File: src/rtl/pipelined_subtractor.sv
// ---------------------------------------------------------------------------
// pipelined_subtractor
//   Borrow-lookahead subtractor computing (a_i - b_i - borrow_i) mod 2^WIDTH,
//   split into STAGES equal chunks of CW = WIDTH/STAGES bits. Each stage
//   resolves one chunk's borrow chain and registers the partial result. The
//   whole pipeline advances together and freezes under output backpressure.
//
// Parameters
//   WIDTH   operand/result width, must be divisible by STAGES
//   STAGES  number of pipeline stages, 1..WIDTH
//
// Ports
//   clk_i       clock, rising edge
//   rst_i       asynchronous active-high reset
//   a_i, b_i    minuend / subtrahend
//   borrow_i    borrow-in (weight 1 at bit 0)
//   valid_i     input transaction valid
//   ready_o     pipeline accepts an input this cycle
//   diff_o      (a - b - borrow_in) mod 2^WIDTH
//   borrow_o    final borrow-out (unsigned a < b + borrow_in)
//   overflow_o  signed overflow of the subtraction
//   valid_o     output transaction valid
//   ready_i     downstream accepts the output
// ---------------------------------------------------------------------------

// One chunk of the borrow chain; purely combinational.
module pipelined_subtractor_chunk #(
    parameter int CW = 4
) (
    input  logic [CW-1:0] a,
    input  logic [CW-1:0] b,
    input  logic          bin,
    output logic [CW-1:0] diff,
    output logic          bout
);
    always_comb begin
        logic br;
        br   = bin;
        diff = '0;
        for (int j = 0; j < CW; j++) begin
            diff[j] = a[j] ^ b[j] ^ br;
            // generate when a=0,b=1; propagate when a==b
            br      = (~a[j] & b[j]) | (~(a[j] ^ b[j]) & br);
        end
        bout = br;
    end
endmodule

module pipelined_subtractor #(
    parameter int WIDTH  = 16,
    parameter int STAGES = 4
) (
    input  logic             clk_i,
    input  logic             rst_i,
    input  logic [WIDTH-1:0] a_i,
    input  logic [WIDTH-1:0] b_i,
    input  logic             borrow_i,
    input  logic             valid_i,
    output logic             ready_o,
    output logic [WIDTH-1:0] diff_o,
    output logic             borrow_o,
    output logic             overflow_o,
    output logic             valid_o,
    input  logic             ready_i
);
    localparam int CW = WIDTH / STAGES;

    // Per-stage registers. a/b are carried full width: the bits above the
    // completed chunk feed later stages, and the MSBs feed overflow.
    logic [STAGES-1:0][WIDTH-1:0] a_q, b_q, d_q;
    logic [STAGES-1:0]            br_q;
    logic [STAGES:0]              vld_pipe;
    logic                         adv;

    assign vld_pipe[0] = valid_i;
    assign adv         = ~vld_pipe[STAGES] | ready_i;

    for (genvar k = 0; k < STAGES; k++) begin : g_stage
        logic [WIDTH-1:0] a_in, b_in, d_in, d_nxt;
        logic             br_in;
        logic [CW-1:0]    chunk_d;
        logic             chunk_b;
        logic [WIDTH-1:0] a_r, b_r, d_r;
        logic             br_r, v_r;

        if (k == 0) begin : g_first
            assign a_in  = a_i;
            assign b_in  = b_i;
            assign br_in = borrow_i;
            assign d_in  = '0;
        end else begin : g_next
            assign a_in  = a_q[k-1];
            assign b_in  = b_q[k-1];
            assign br_in = br_q[k-1];
            assign d_in  = d_q[k-1];
        end

        pipelined_subtractor_chunk #(.CW(CW)) u_chunk (
            .a    (a_in[k*CW +: CW]),
            .b    (b_in[k*CW +: CW]),
            .bin  (br_in),
            .diff (chunk_d),
            .bout (chunk_b)
        );

        always_comb begin
            d_nxt              = d_in;
            d_nxt[k*CW +: CW]  = chunk_d;
        end

        // Data is loaded regardless of valid; only the valid bit gives it
        // meaning. Zeroing on reset keeps the outputs at 0 after reset.
        always_ff @(posedge clk_i or posedge rst_i) begin
            if (rst_i) begin
                a_r  <= '0;
                b_r  <= '0;
                d_r  <= '0;
                br_r <= 1'b0;
                v_r  <= 1'b0;
            end else if (adv) begin
                a_r  <= a_in;
                b_r  <= b_in;
                d_r  <= d_nxt;
                br_r <= chunk_b;
                v_r  <= vld_pipe[k];
            end
        end

        assign a_q[k]        = a_r;
        assign b_q[k]        = b_r;
        assign d_q[k]        = d_r;
        assign br_q[k]       = br_r;
        assign vld_pipe[k+1] = v_r;
    end

    assign ready_o    = adv;
    assign valid_o    = vld_pipe[STAGES];
    assign diff_o     = d_q[STAGES-1];
    assign borrow_o   = br_q[STAGES-1];
    assign overflow_o = (a_q[STAGES-1][WIDTH-1] ^ b_q[STAGES-1][WIDTH-1])
                      & (d_q[STAGES-1][WIDTH-1] ^ a_q[STAGES-1][WIDTH-1]);

    // Already-consumed operand bits are intentionally left dangling.
    logic unused_ab;
    assign unused_ab = ^{a_q, b_q};
endmodule

File: config.mk
export PLATFORM = sky130hd
export DESIGN_NAME = pipelined_subtractor
export DESIGN_NICKNAME = d
export VERILOG_FILES = /design/src/rtl/pipelined_subtractor.sv
export SDC_FILE = /design/constraint.sdc
export NUM_CORES = 1
export LEC_CHECK = 0
export CAP_MARGIN = 20
export CELL_PAD_IN_SITES_DETAIL_PLACEMENT = 0
export CELL_PAD_IN_SITES_GLOBAL_PLACEMENT = 2
export CORE_UTILIZATION = 37
export DETAILED_ROUTE_END_ITERATION = 10
export GPL_ROUTABILITY_DRIVEN = 0
export PLACE_DENSITY_LB_ADDON = 0.1
export SLEW_MARGIN = 10
export SYNTH_ARGS = -nofsm -noshare
export SYNTH_HDL_FRONTEND = slang
export SYNTH_SLANG_ARGS = --single-unit
File: constraint.sdc
create_clock -name clk_i -period 3.4 [get_ports clk_i]
set_clock_uncertainty 0.2 [all_clocks]
set_input_delay 0.68 -clock clk_i [delete_from_list [all_inputs] [get_ports clk_i]]
set_output_delay 0.68 -clock clk_i [all_outputs]
set_load 0.005 [all_outputs]
==> impl_metrics.env, run 1 <==
export IMPL_coreArea_um2=12100
export IMPL_tns_ns=0
export IMPL_synth_seq_cells=98
export IMPL_tightest_slew_ns=0.735
export IMPL_finalHoldViolCount=0
export IMPL_netlist_area_leader_share_pct=53.4
export IMPL_root_buffer="clkbuf_16"
export IMPL_clk_latency_ns=0.34
export IMPL_endpoint_kind="register"
export IMPL_max_slew_margin_rel_pct=51.0
export IMPL_crit_fanout=1
export IMPL_post_cts_setup_buffers=0
export IMPL_synth_area_um2=4590
export IMPL_place_hpwl_um=4140
export IMPL_drc=0
export IMPL_initial_core_util_pct=38.1
export IMPL_holdPathEnd="valid_o"
export IMPL_synth_commonest_cells="dfrtp_1, mux2_4, inv_1, fa_1, buf_12"
export IMPL_rows=40
export IMPL_netSwitchingFraction_pct=27.1
export IMPL_ff2ff_setup_slack_ns=0.84
export IMPL_clock_sinks=98
export IMPL_r2r_start="g_stage[0].b_r[4]"
export IMPL_report_final_slew_viol_count=0
export IMPL_synth_cells=266
export IMPL_reg2reg_depth=8
export IMPL_synth_xor_xnor_area_share_pct=0
export IMPL_htree_levels=3
export IMPL_drt_iter0_drc=96
export IMPL_synth_top_family_by_area="multiplexers"
export IMPL_worst_ep_required_time_ns=3.43
export IMPL_drv_cap=0
export IMPL_p_seq_share_pct=40.0
export IMPL_viasPerCell=4.39
export IMPL_io_pins=57
export IMPL_finalCriticalPeriod_ns=2.80
export IMPL_post_route_period_util_pct=82.4
export IMPL_async_flop_share_pct=100
export IMPL_setup_viol=0
export IMPL_critical_path_class="input port to register"
export IMPL_die_x_um=113
export IMPL_synth_compound_area_share_pct=1.85
export IMPL_wl_per_cell_um=14.1
export IMPL_p_int_w=0.00365
export IMPL_dr_total_vias=2181
export IMPL_yosysTopAreaCell="dfrtp_1"
export IMPL_p_switching_w=0.00136
export IMPL_nets=377
export IMPL_portBuffers=56
export IMPL_dr_pass1_iters=3
export IMPL_syn_num_nets=319
export IMPL_synthMuxAreaShare_pct=28.4
export IMPL_p_clk_share_pct=22.5
export IMPL_cts_tree="done"
export IMPL_synth_fa_ha_area_share_pct=6.97
export IMPL_clk_path_buf_depth=2
export IMPL_synth_edf_count=0
export IMPL_track_usage_pct=12.7
export IMPL_status="completed"
export IMPL_area_growth_pct=20.4
export IMPL_syn_area_per_cell_um2=17.3
export IMPL_grt_setup_unrepaired="no"
export IMPL_power_frac_comb_pct=37.5
export IMPL_critPathLaunchType="input port"
export IMPL_fp_dieH_um=113
export IMPL_grt_pass1_wl_um=12200
export IMPL_yosysWarningCount=0
export IMPL_wirelength_um=6990
export IMPL_synth_most_common_cell="dfrtp_1"
export IMPL_power_density_nw_per_um2=905
export IMPL_ctsResizeCount=0
export IMPL_min_path_type="register to register"
export IMPL_grt_ovfl_total=0
export IMPL_synth_yosys_seq_area_share_pct=53.4
export IMPL_cts_hold_buf=0
export IMPL_antenna_found_initial=0
export IMPL_insertedDiodeCount=0
export IMPL_vdd_drop_max_uv=427
export IMPL_dieArea_um2=12900
export IMPL_drive_gt1_share_pct=35.0
export IMPL_ys_flop_type="dfrtp_1"
export IMPL_cts_buffers=9
export IMPL_path_clk_slew_ns=0.07
export IMPL_hold_depth=1
export IMPL_synth_simple_area_share_pct=2.12
export IMPL_grt_max_degree=99
export IMPL_synth_area_leaders="dfrtp_1, mux2_4, fa_1"
export IMPL_ant_nets=0
export IMPL_fmax_mhz=357
export IMPL_min_from="g_stage[2].v_r"
export IMPL_r2r_end="g_stage[1].d_r[7]"
export IMPL_p_leak_nw=2.62
export IMPL_grt_pass1_vias=2383
export IMPL_synth_distinct_cells=13
export IMPL_crit_arrival_ns=2.84
export IMPL_whs_ns=0.273
[through the flow]
step | area [um^2] | instances | power (W) | util (%) | worst slack, ns
2_1_floorplan | 4600 | 266 | 0.00349 | - | 0.708
3_3_place_gp | 5190 | 481 | 0.00390 | 43.0 | 0.222
3_5_place_dp | 5190 | 481 | 0.00393 | 43.0 | 0.217
4_1_cts | 5530 | 497 | 0.00511 | 45.9 | 0.596
5_1_grt | 5530 | 497 | 0.00537 | 45.9 | 0.519
6_report | 5530 | 497 | 0.00501 | 45.9 | 0.597
[logic make-up (layout without fill, tap and decap cells)]
logic type	after synthesis	in the layout
muxes	88	88
AOI/OAI and AO/OA	10	10
DFF	98	98
adders and majority gates	16	16
buffers and inverters	41	104
and+or+nand+nor	13	13
[sequential cells by signal (all words and copies together) (netlist names)]
signal / cells
borrow_o: 1
diff_o: 16
g_stage.a_r: 25
g_stage.b_r: 25
g_stage.br_r: 3
g_stage.d_r: 24
g_stage.v_r: 3
valid_o: 1
[power groups by stage]
stage	Combinational, W	Clock [W]	Sequential [W]
after global placement	0.00187	0	0.00202
after detailed placement	0.00190	0	0.00203
after floorplan	0.00155	0	0.00194
after global routing	0.00207	0.00122	0.00208
after CTS	0.00192	0.00118	0.00201
final	0.00188	0.00113	0.00200
[worst max path at each step]
stage / start / end / depth (start not counted)
2_1_floorplan: b_i[0] / g_stage[0].d_r[3] / 8
3_3_place_gp: a_i[0] / g_stage[0].d_r[3] / 8
3_5_place_dp: a_i[0] / g_stage[0].d_r[3] / 8
4_1_cts: a_i[0] / g_stage[0].d_r[3] / 8
5_1_grt: a_i[0] / g_stage[0].d_r[3] / 8
6_report: a_i[0] / g_stage[0].d_r[3] / 8
[placed cells by master (no fill, tap or decap), types with 2 or more instances in the layout]
cell type         n
clkbuf_8          3
mux2i_1           3
mux2_4           85
bufinv_16         2
dfrtp_1          98
buf_12            2
a21oi_2           9
clkbuf_16         9
clkdlybuf4s50_1  56
fa_1             16
inv_1            28
clkinvlp_4        2
nor3b_1           9
nand2b_1          2
[critical path, cell delays in order]
cell and delay (ns):
clkdlybuf4s50_1 0.49, fa_1 0.17, inv_1 0.05, fa_1 0.37
fa_1 0.36, inv_1 0.07, fa_1 0.40, mux2_4 0.26
[cell type report]
class	instances	area (um^2)
clock buffers	12	267
clock inverters	4	72.6
fillers	1080	6530
inverters	29	113
multi-input cells	127	1810
flip-flops and latches	98	2450
well taps	168	210
repair buffers	59	608
[metal layers]
layer	vias up	track usage (%)	wire length [um]	share of wire, %
met2	36	18.9	3310	47
met1	1142	16.6	3300	47
met3	8	5.26	291	4.2
met5	-	0	0	0
met4	0	4.21	87	1.2
li1	995	-	-	-
(Power assumes the default switching activity.)
==> inputs of run 2 (changes only) <==
--- a/config.mk
+++ b/config.mk
@@ -8,7 +8,7 @@
 export CAP_MARGIN = 20
 export CELL_PAD_IN_SITES_DETAIL_PLACEMENT = 0
 export CELL_PAD_IN_SITES_GLOBAL_PLACEMENT = 2
-export CORE_UTILIZATION = 37
+export CORE_UTILIZATION = 41
 export DETAILED_ROUTE_END_ITERATION = 10
 export GPL_ROUTABILITY_DRIVEN = 0
 export PLACE_DENSITY_LB_ADDON = 0.1
==> constraint.sdc (replaced) <==
create_clock -name clk_i -period 2.9 [get_ports clk_i]
set_clock_uncertainty 0.2 [all_clocks]
set_input_delay 0.58 -clock clk_i [delete_from_list [all_inputs] [get_ports clk_i]]
set_output_delay 0.58 -clock clk_i [all_outputs]
set_load 0.005 [all_outputs]
==> run 2 against run 1 <==
  * Power increased by 6.4%
  * Global-route usage increased by 0.57 points
  * Clock power shrank 31%
  * Sequential cell count unchanged
  * Critical path depth unchanged
  * Die area fell by 9.6%
==> impl_metrics.env, run 2 (synthesized netlist as in run 1, its figures left out) <==
export IMPL_status="completed"
export IMPL_mostFrequentLayoutCells="dfrtp_1, mux2_4, clkdlybuf4s50_1"
export IMPL_top_layer="met4"
export IMPL_root_buffer="clkbuf_8"
export IMPL_met3WireLength_um=193
export IMPL_antenna_found_initial=0
export IMPL_tightest_slew_ns=0.752
export IMPL_p_leak_nw=2.54
export IMPL_tns_ns=0
export IMPL_rows=38
export IMPL_grt_ovfl_total=0
export IMPL_clk_latency_ns=0.36
export IMPL_p_total_w=0.00532
export IMPL_grt_max_degree=99
export IMPL_drt_iter0_drc=66
export IMPL_reg_top3="g_stage.a_r (25), g_stage.b_r (25), g_stage.d_r (24)"
export IMPL_clk_path_buf_depth=2
export IMPL_final_common_cell="dfrtp_1"
export IMPL_cts_hold_buf=0
export IMPL_reg2reg_depth=8
export IMPL_grt_setup_unrepaired="no"
export IMPL_wl_per_cell_um=14.6
export IMPL_dieArea_um2=11600
export IMPL_cts_buffers=9
export IMPL_fillers=984
export IMPL_wl_met2_um=3200
export IMPL_cts_tree="done"
export IMPL_hold_depth=1
export IMPL_finalCriticalPeriod_ns=2.72
export IMPL_endpoint_kind="register"
export IMPL_drive_gt1_share_pct=34.8
export IMPL_fmax_mhz=368
export IMPL_insertedDiodeCount=0
export IMPL_area_growth_pct=15.9
export IMPL_crit_arrival_ns=2.76
export IMPL_grt_pass1_vias=2362
export IMPL_max_slew_margin_rel_pct=49.8
export IMPL_dr_total_vias=2166
export IMPL_path_clk_slew_ns=0.09
export IMPL_initial_core_util_pct=42.2
export IMPL_ant_nets=0
export IMPL_post_cts_setup_buffers=0
export IMPL_vdd_drop_max_uv=932
export IMPL_nets=377
export IMPL_viasPerCell=4.63
export IMPL_report_final_slew_viol_count=0
export IMPL_power_density_nw_per_um2=1000
export IMPL_drc=0
export IMPL_io_pins=57
export IMPL_worst_ep_required_time_ns=2.94
export IMPL_critical_path_class="input port to register"
export IMPL_track_usage_pct=13.2
export IMPL_htree_levels=3
export IMPL_clock_sinks=98
export IMPL_grt_pass1_wl_um=11700
export IMPL_dr_pass1_iters=3
export IMPL_drv_cap=0
export IMPL_crit_fanout=1
export IMPL_finalHoldViolCount=0
export IMPL_setup_viol=0
export IMPL_fp_dieH_um=108
export IMPL_ctsResizeCount=0
export IMPL_critPathLaunchType="input port"
export IMPL_place_hpwl_um=4090
export IMPL_whs_ns=0.274
export IMPL_drt_met1_wl_um=3370
export IMPL_coreArea_um2=10900
export IMPL_portBuffers=56
export IMPL_post_route_period_util_pct=93.7
export IMPL_min_path_type="register to register"
export IMPL_die_x_um=108
export IMPL_wirelength_um=6830
-- run 2: power by group --
part           leakage (nW)  switching, W  internal [W]
logic                  1.32      0.000710       0.00148
registers              1.13      0.000383       0.00196
clock network        0.0854      0.000472      0.000310
total                  2.54       0.00157       0.00376
-- run 2: stage by stage --
step | utilization, % | instances | cell area [um^2] | worst slack [ns]
finish | 48.9 | 468 | 5330 | 0.183
global route | 48.9 | 468 | 5330 | 0.121
CTS | 48.9 | 468 | 5330 | 0.177
detailed placement | 47.4 | 453 | 5160 | -0.210
global placement | 47.4 | 453 | 5160 | -0.171
floorplan | - | 266 | 4600 | 0.308
-- run 2: final timing paths --
| kind | slack, ns | start | end |
|---|---|---|---|
| setup / recovery | 0.18 | a_i[0] | g_stage[0].d_r[3] |
| setup reg to reg | 0.34 | g_stage[0].b_r[4] | g_stage[1].d_r[7] |
| min in group asynchronous | 0.48 | rst_i | g_stage[2].b_r[15] |
| max in group asynchronous | 1.59 | rst_i | g_stage[1].d_r[2] |
| hold / removal | 0.27 | g_stage[2].v_r | valid_o |
| hold reg to reg | 0.27 | g_stage[2].v_r | valid_o |
-- run 2: area by class of cell --
type / count / area [um^2] / share of cell area, %
multi-input cells: 127 / 1810 / 34.0
clock inverters: 6 / 43.8 / 0.822
well taps: 140 / 175 / 3.29
flip-flops and latches: 98 / 2450 / 46.1
clock buffers: 9 / 124 / 2.33
inverters: 29 / 113 / 2.11
repair buffers: 59 / 608 / 11.4
-- run 2: critical path, stage by stage --
cell             delay (ns)
clkdlybuf4s50_1        0.49
fa_1                   0.17
inv_1                  0.05
fa_1                   0.37
fa_1                   0.36
inv_1                  0.07
fa_1                   0.40
mux2_4                 0.26
-- run 2: metal layers --
layer / vias up / GRT usage [%]
met3: 7 / 3.33
met1: 1131 / 17.9
li1: 992 / -
met2: 36 / 20.2
met5: - / 0
met4: 0 / 5.28
==> inputs of run 3 (changes only) <==
--- a/config.mk
+++ b/config.mk
@@ -5,6 +5,7 @@
 export SDC_FILE = /design/constraint.sdc
 export NUM_CORES = 1
 export LEC_CHECK = 0
+export ABC_CLOCK_PERIOD_IN_PS = 2900
 export CAP_MARGIN = 20
 export CELL_PAD_IN_SITES_DETAIL_PLACEMENT = 0
 export CELL_PAD_IN_SITES_GLOBAL_PLACEMENT = 2
==> results of run 3 <==
Final layout, timing and power as in run 2 (identical DEF).
